<file path="config.mk">
export PLATFORM = sky130hd
export DESIGN_NAME = sram_req_master
export DESIGN_NICKNAME = d
export VERILOG_FILES = /design/src/rtl/sram_req_master.sv
export SDC_FILE = /design/constraint.sdc
export NUM_CORES = 1
export LEC_CHECK = 0
export BUFFER_PORTS_ARGS = -buffer_cell sky130_fd_sc_hd__clkbuf_2
export CORE_MARGIN = 4
export CORE_UTILIZATION = 38
export DETAILED_ROUTE_END_ITERATION = 8
export SLEW_MARGIN = 25
export SYNTH_ARGS = -nofsm -noshare
export SYNTH_HDL_FRONTEND = slang
export SYNTH_SLANG_ARGS = --single-unit
</file>
<file path="constraint.sdc">
create_clock -name clock -period 4.2 [get_ports clock]
set_input_delay 0.84 -clock clock [delete_from_list [all_inputs] [get_ports clock]]
set_output_delay 0.84 -clock clock [all_outputs]
set_load 0.1 [all_outputs]
</file>
<file path="src/rtl/sram_req_master.sv">
// 64-bit load/store front end for a 32-bit single-port SRAM: each request becomes up to two
// word beats (low word first), read words are reassembled and returned on a response channel.
module sram_req_master #(
  parameter int ADDR_W   = 8,
  parameter int READ_LAT = 1
) (
  input  logic              clock,
  input  logic              reset,
  input  logic              req_valid,
  output logic              req_ready,
  input  logic              req_wen,
  input  logic [ADDR_W-2:0] req_addr,
  input  logic [63:0]       req_wdata,
  input  logic [7:0]        req_wstrb,
  output logic              resp_valid,
  input  logic              resp_ready,
  output logic [63:0]       resp_rdata,
  output logic [ADDR_W-1:0] io_adr,
  output logic              io_cen,
  output logic              io_wen,
  output logic [3:0]        io_wstrb,
  output logic [31:0]       io_d,
  input  logic [31:0]       io_q,
  output logic [2:0]        o_dbg_state
);

  // Handshakes: a transfer happens on a rising edge where valid and ready are both high;
  // valid is never withdrawn and its payload is held until that edge.
  typedef enum logic [2:0] {S_IDLE, S_LO, S_HI, S_WAIT, S_RESP} state_t;

  typedef struct packed {
    logic [ADDR_W-1:0] adr;
    logic              cen;
    logic              wen;
    logic [3:0]        wstrb;
    logic [31:0]       d;
  } pins_t;

  localparam pins_t PINS_IDLE = '{adr: '0, cen: 1'b1, wen: 1'b1, wstrb: 4'h0, d: 32'h0};

  function automatic pins_t beat_pins(input logic hi, input logic wr,
                                      input logic [ADDR_W-2:0] idx,
                                      input logic [63:0] wdata, input logic [7:0] wstrb);
    pins_t p;
    p.adr   = {idx, hi};
    p.cen   = 1'b0;
    p.wen   = ~wr;
    p.wstrb = wr ? (hi ? wstrb[7:4] : wstrb[3:0]) : 4'h0;
    p.d     = wr ? (hi ? wdata[63:32] : wdata[31:0]) : 32'h0;
    return p;
  endfunction

  state_t            r_state;
  logic              r_wen;
  logic [ADDR_W-2:0] r_idx;
  logic [63:0]       r_wdata;
  logic [7:0]        r_wstrb;
  pins_t             r_pins;
  logic [2:0]        r_wcnt;
  logic [63:0]       r_rdata;
  logic              r_resp_valid;
  logic              r_req_ready;
  logic [1:0]        r_tag [READ_LAT];

  logic w_issue_rd;
  logic w_issue_hi;

  assign w_issue_rd = ((r_state == S_LO) || (r_state == S_HI)) && !r_wen;
  assign w_issue_hi = (r_state == S_HI);

  // Tag {valid, beat} travels alongside each read so it emerges in the cycle io_q is valid.
  always_ff @(posedge clock or negedge reset) begin
    if (!reset) begin
      for (int i = 0; i < READ_LAT; i++) r_tag[i] <= 2'b00;
    end else begin
      r_tag[0] <= {w_issue_rd, w_issue_hi};
      for (int i = 1; i < READ_LAT; i++) r_tag[i] <= r_tag[i-1];
    end
  end

  always_ff @(posedge clock or negedge reset) begin
    if (!reset) begin
      r_state      <= S_IDLE;
      r_wen        <= 1'b0;
      r_idx        <= '0;
      r_wdata      <= 64'h0;
      r_wstrb      <= 8'h0;
      r_pins       <= PINS_IDLE;
      r_wcnt       <= 3'h0;
      r_rdata      <= 64'h0;
      r_resp_valid <= 1'b0;
      r_req_ready  <= 1'b1;
    end else begin
      case (r_state)
        S_IDLE: begin
          if (req_valid) begin
            r_wen       <= req_wen;
            r_idx       <= req_addr;
            r_wdata     <= req_wdata;
            r_wstrb     <= req_wstrb;
            r_rdata     <= 64'h0;
            r_req_ready <= 1'b0;
            if (!req_wen || (req_wstrb[3:0] != 4'h0)) begin
              r_state <= S_LO;
              r_pins  <= beat_pins(1'b0, req_wen, req_addr, req_wdata, req_wstrb);
            end else if (req_wstrb[7:4] != 4'h0) begin
              r_state <= S_HI;
              r_pins  <= beat_pins(1'b1, req_wen, req_addr, req_wdata, req_wstrb);
            end else begin
              r_state      <= S_RESP;
              r_resp_valid <= 1'b1;
            end
          end
        end
        S_LO: begin
          if (!r_wen || (r_wstrb[7:4] != 4'h0)) begin
            r_state <= S_HI;
            r_pins  <= beat_pins(1'b1, r_wen, r_idx, r_wdata, r_wstrb);
          end else begin
            r_state      <= S_RESP;
            r_pins       <= PINS_IDLE;
            r_resp_valid <= 1'b1;
          end
        end
        S_HI: begin
          r_pins <= PINS_IDLE;
          if (!r_wen) begin
            r_state <= S_WAIT;
            r_wcnt  <= 3'(READ_LAT - 1);
          end else begin
            r_state      <= S_RESP;
            r_resp_valid <= 1'b1;
          end
        end
        S_WAIT: begin
          if (r_wcnt == 3'h0) begin
            r_state      <= S_RESP;
            r_resp_valid <= 1'b1;
          end else begin
            r_wcnt <= r_wcnt - 3'h1;
          end
        end
        S_RESP: begin
          if (resp_ready) begin
            r_state      <= S_IDLE;
            r_resp_valid <= 1'b0;
            r_req_ready  <= 1'b1;
          end
        end
        default: begin
          r_state      <= S_IDLE;
          r_pins       <= PINS_IDLE;
          r_resp_valid <= 1'b0;
          r_req_ready  <= 1'b1;
        end
      endcase

      // Tags are only live between LO and the last WAIT cycle, never alongside an accept.
      if (r_tag[READ_LAT-1][1]) begin
        if (r_tag[READ_LAT-1][0]) r_rdata[63:32] <= io_q;
        else                      r_rdata[31:0]  <= io_q;
      end
    end
  end

  assign req_ready   = r_req_ready;
  assign resp_valid  = r_resp_valid;
  assign resp_rdata  = r_rdata;
  assign io_adr      = r_pins.adr;
  assign io_cen      = r_pins.cen;
  assign io_wen      = r_pins.wen;
  assign io_wstrb    = r_pins.wstrb;
  assign io_d        = r_pins.d;
  assign o_dbg_state = r_state;

endmodule

</file>
==> impl_results.rst <==
.. list-table::
   :header-rows: 1

   * - Metric
     - Value
   * - Run status
     - complete, no violations
   * - Kind of critical path
     - reg2out
   * - Beginning of the critical path
     - o_dbg_state[1]
   * - Gate family responsible for the most delay along the worst path
     - flip-flops
   * - Library cell contributing the largest single delay on the critical path
     - sky130_fd_sc_hd__dfrtp_1
   * - Most common cell after layout, fill and taps aside
     - sky130_fd_sc_hd__clkbuf_2
   * - Count of port buffers added during placement
     - 230
   * - Drt pass-1 iters
     - 4
   * - TritonCTS clock tree
     - built
   * - Sinks on the clock net
     - 164
   * - CP Launch Type
     - flip-flop
   * - CP Cell Sequence
     - clkbuf_2
   * - Area growth from synthesis to layout
     - 25.4%
   * - Post-cts resize count
     - 0
   * - Final setup violating endpoints
     - 0
   * - Post-layout minimum cycle time
     - 2.74 ns
   * - Fraction of registers with async set or reset after synthesis
     - 100%
   * - Number of buffers inserted by post-CTS setup repair
     - 0
   * - Slowest cell delay on critical path
     - 0.89 ns
   * - Maximum buffer depth of the clock tree
     - 2
   * - Final antenna-violating net count
     - 0
   * - Post-detailed-routing wire length
     - 21,600 um
   * - Via count
     - 6,430
   * - Detail Placement HPWL
     - 14,700 um
   * - Final routed DRC violation total
     - 0
   * - Distinct cell type count after synthesis
     - 52
   * - Final clock skew
     - 0.00781 ns
   * - Main flop type after synthesis
     - sky130_fd_sc_hd__dfrtp_1
   * - Arrival time of the worst setup path
     - 1.90 ns
   * - Wire length of the first global-routing pass
     - 33,600 um
   * - RSZ-0062 raised after global routing
     - false
   * - Most used cells in the layout excluding fill and tap cells
     - 229 x sky130_fd_sc_hd__clkbuf_2, 161 x sky130_fd_sc_hd__dfrtp_1, 153 x sky130_fd_sc_hd__nand2_1
   * - CTS hold repair buffers
     - 0
   * - Type of the tightest min-delay check
     - in2async
   * - Post-synth EDFFs
     - 0
   * - Level count of the clock H-tree
     - 4
   * - Maximum number of pins on one net before global-route repair
     - 100
   * - Total negative setup slack
     - 0 ns
   * - Vias in the first global route
     - 6,048
   * - Max cap viols
     - 0
   * - Net count after synthesis
     - 879
   * - Die span in x
     - 149 um
   * - Post-route insts no fill
     - 1,231
   * - Layout net count
     - 1,071
   * - Final antenna diode count
     - 0
   * - Final weighted congestion in routability-driven placement
     - 0.809
   * - Max frequency
     - 366 MHz
   * - Sequential share of the synthesized area
     - 54.3%
   * - Data required time of the worst path
     - 3.36 ns
   * - Final period utilization
     - 65.1%
   * - Boundary pin count
     - 231
   * - Cell at the root of the clock tree
     - sky130_fd_sc_hd__clkbuf_16
   * - Die H
     - 149 um
   * - Count of routing violations after the opening detailed-route iteration
     - 321
   * - Mean cell area of the mapped netlist
     - 9.94 um2
   * - Max transition margin
     - 33.3%
   * - Worst-skew pair later-pin latency
     - 0.42 ns
   * - Overall fraction of global-route tracks in use
     - 19.1%
   * - Slew at the pin with the worst max-slew slack
     - 1.00 ns
   * - Number of synthesis warnings
     - 0
   * - Number of antenna violations at the first check in global routing
     - 2
   * - Depth of the most critical reg-to-reg path
     - 4
   * - Synthesized area
     - 0.00756 mm2
   * - Total placed cells including tap cells
     - 1,198
   * - Crit path capture type
     - output pin
   * - Cells after synthesis
     - 761
   * - Maximum fanout along the worst path
     - 19
   * - GRT overflow
     - 0
   * - Core region area
     - 0.0195 mm2
   * - Worst r2r src
     - o_dbg_state[0]
   * - Die Footprint
     - 0.0222 mm2
   * - Number of hold violations in the final report
     - 0
   * - Row count
     - 51
   * - Bufs and invs on worst path
     - 1
   * - Worst path depth
     - 1
   * - Number of register bits inferred by synthesis
     - 164
   * - Wirelength per Cell
     - 17.6 um
   * - Detail-routed via count per cell
     - 5.22
   * - Initial Utilization
     - 38.7%
   * - Fraction of layout cells with a size suffix above 1
     - 34.8%
   * - Pins over their slew limit
     - 0
   * - Cts bufs inserted
     - 17
   * - Clock Pin Slew Worst Setup and Hold Paths
     - 0.07 ns
[cells in the mapped netlist, drive strengths merged, types with 2 or more instances]
cell type  count  area share (%)
dfrtp        161              53
nand2        155             7.7
nand3        102             6.8
o21ai         46             3.0
mux2          45             6.7
clkbuf        38             1.9
nand4         36             3.2
buf           30             2.1
a21oi         19             1.3
a31oi         19             1.6
a22o          18             2.1
a21o          16             1.6
a22oi          7            0.70
inv            7            0.35
o2bb2ai        7            0.81
and2           5            0.45
nor2           5            0.28
nor2b          5            0.41
nor3           5            0.48
nor4           5            0.81
dfstp          3             1.0
nand2b         3            0.25
a211oi         2            0.20
a2bb2oi        2            0.23
ha             2            0.33
or4            2            0.20
[state kept, by name, summed over array words and instances, names as in the netlist, 2 cells and up]
name / flops
io_adr: 8
r_tag: 2
resp_rdata: 64
r_wstrb: 4
r_wcnt: 3
o_dbg_state: 3
io_d: 32
io_wstrb: 4
r_idx: 7
r_wdata: 32
[per-stage QoR]
stage	setup WS (ns)	util, %	hold WS, ns	cell area (um2)
6_report	1.46	48.5	0.329	9480
5_1_grt	1.40	48.5	0.345	9480
4_1_cts	1.46	48.4	0.496	9450
3_5_place_dp	1.25	45.3	0.476	8850
3_3_place_gp	1.29	45.3	0.473	8850
2_1_floorplan	1.76	-	0.460	7560
[metal layers]
metal	track usage, %	vias up	wire (um)
met3	5.01	22	1550
met4	5.81	4	290
met5	0	-	22
met1	26.5	3093	9460
met2	29.6	215	10300
li1	-	3096	-
[cell families after synthesis]
kind of cell             Yosys count  synth area share, %
buffers and inverters             75                 4.29
AO/OA/AOI/OAI                    144                 12.9
adder cells (fa/ha/maj)            2                0.331
flip-flops                       164                 54.3
multiplexers                      45                 6.70
AND/OR/NAND/NOR                  329                 21.2
XOR/XNOR                           2                0.232
[path summary, 6_finish.rpt]
kind                                       end  slack, ns
worst max-delay path            o_dbg_state[1]       1.46
worst max register to register        io_d[15]       1.62
min in group clock                   io_adr[2]       0.49
worst min-delay path            resp_rdata[49]       0.33
max in group asynchronous            io_adr[6]       2.80
worst min register to register       io_adr[2]       0.49
[final cells by class]
type                            count  area, um2
Clock inverter                     15        171
Timing Repair Buffer              241       1270
Inverter                            7       26.3
Sequential cell                   164       4110
Multi-Input combinational cell    522       3140
Tap cell                          265        332
Fill cell                        1898      10000
Clock buffer                       17        425
Power is left out: the tool's default activity adds up to more than one toggle a clock period on the data nets, which glitch-free logic cannot reach.
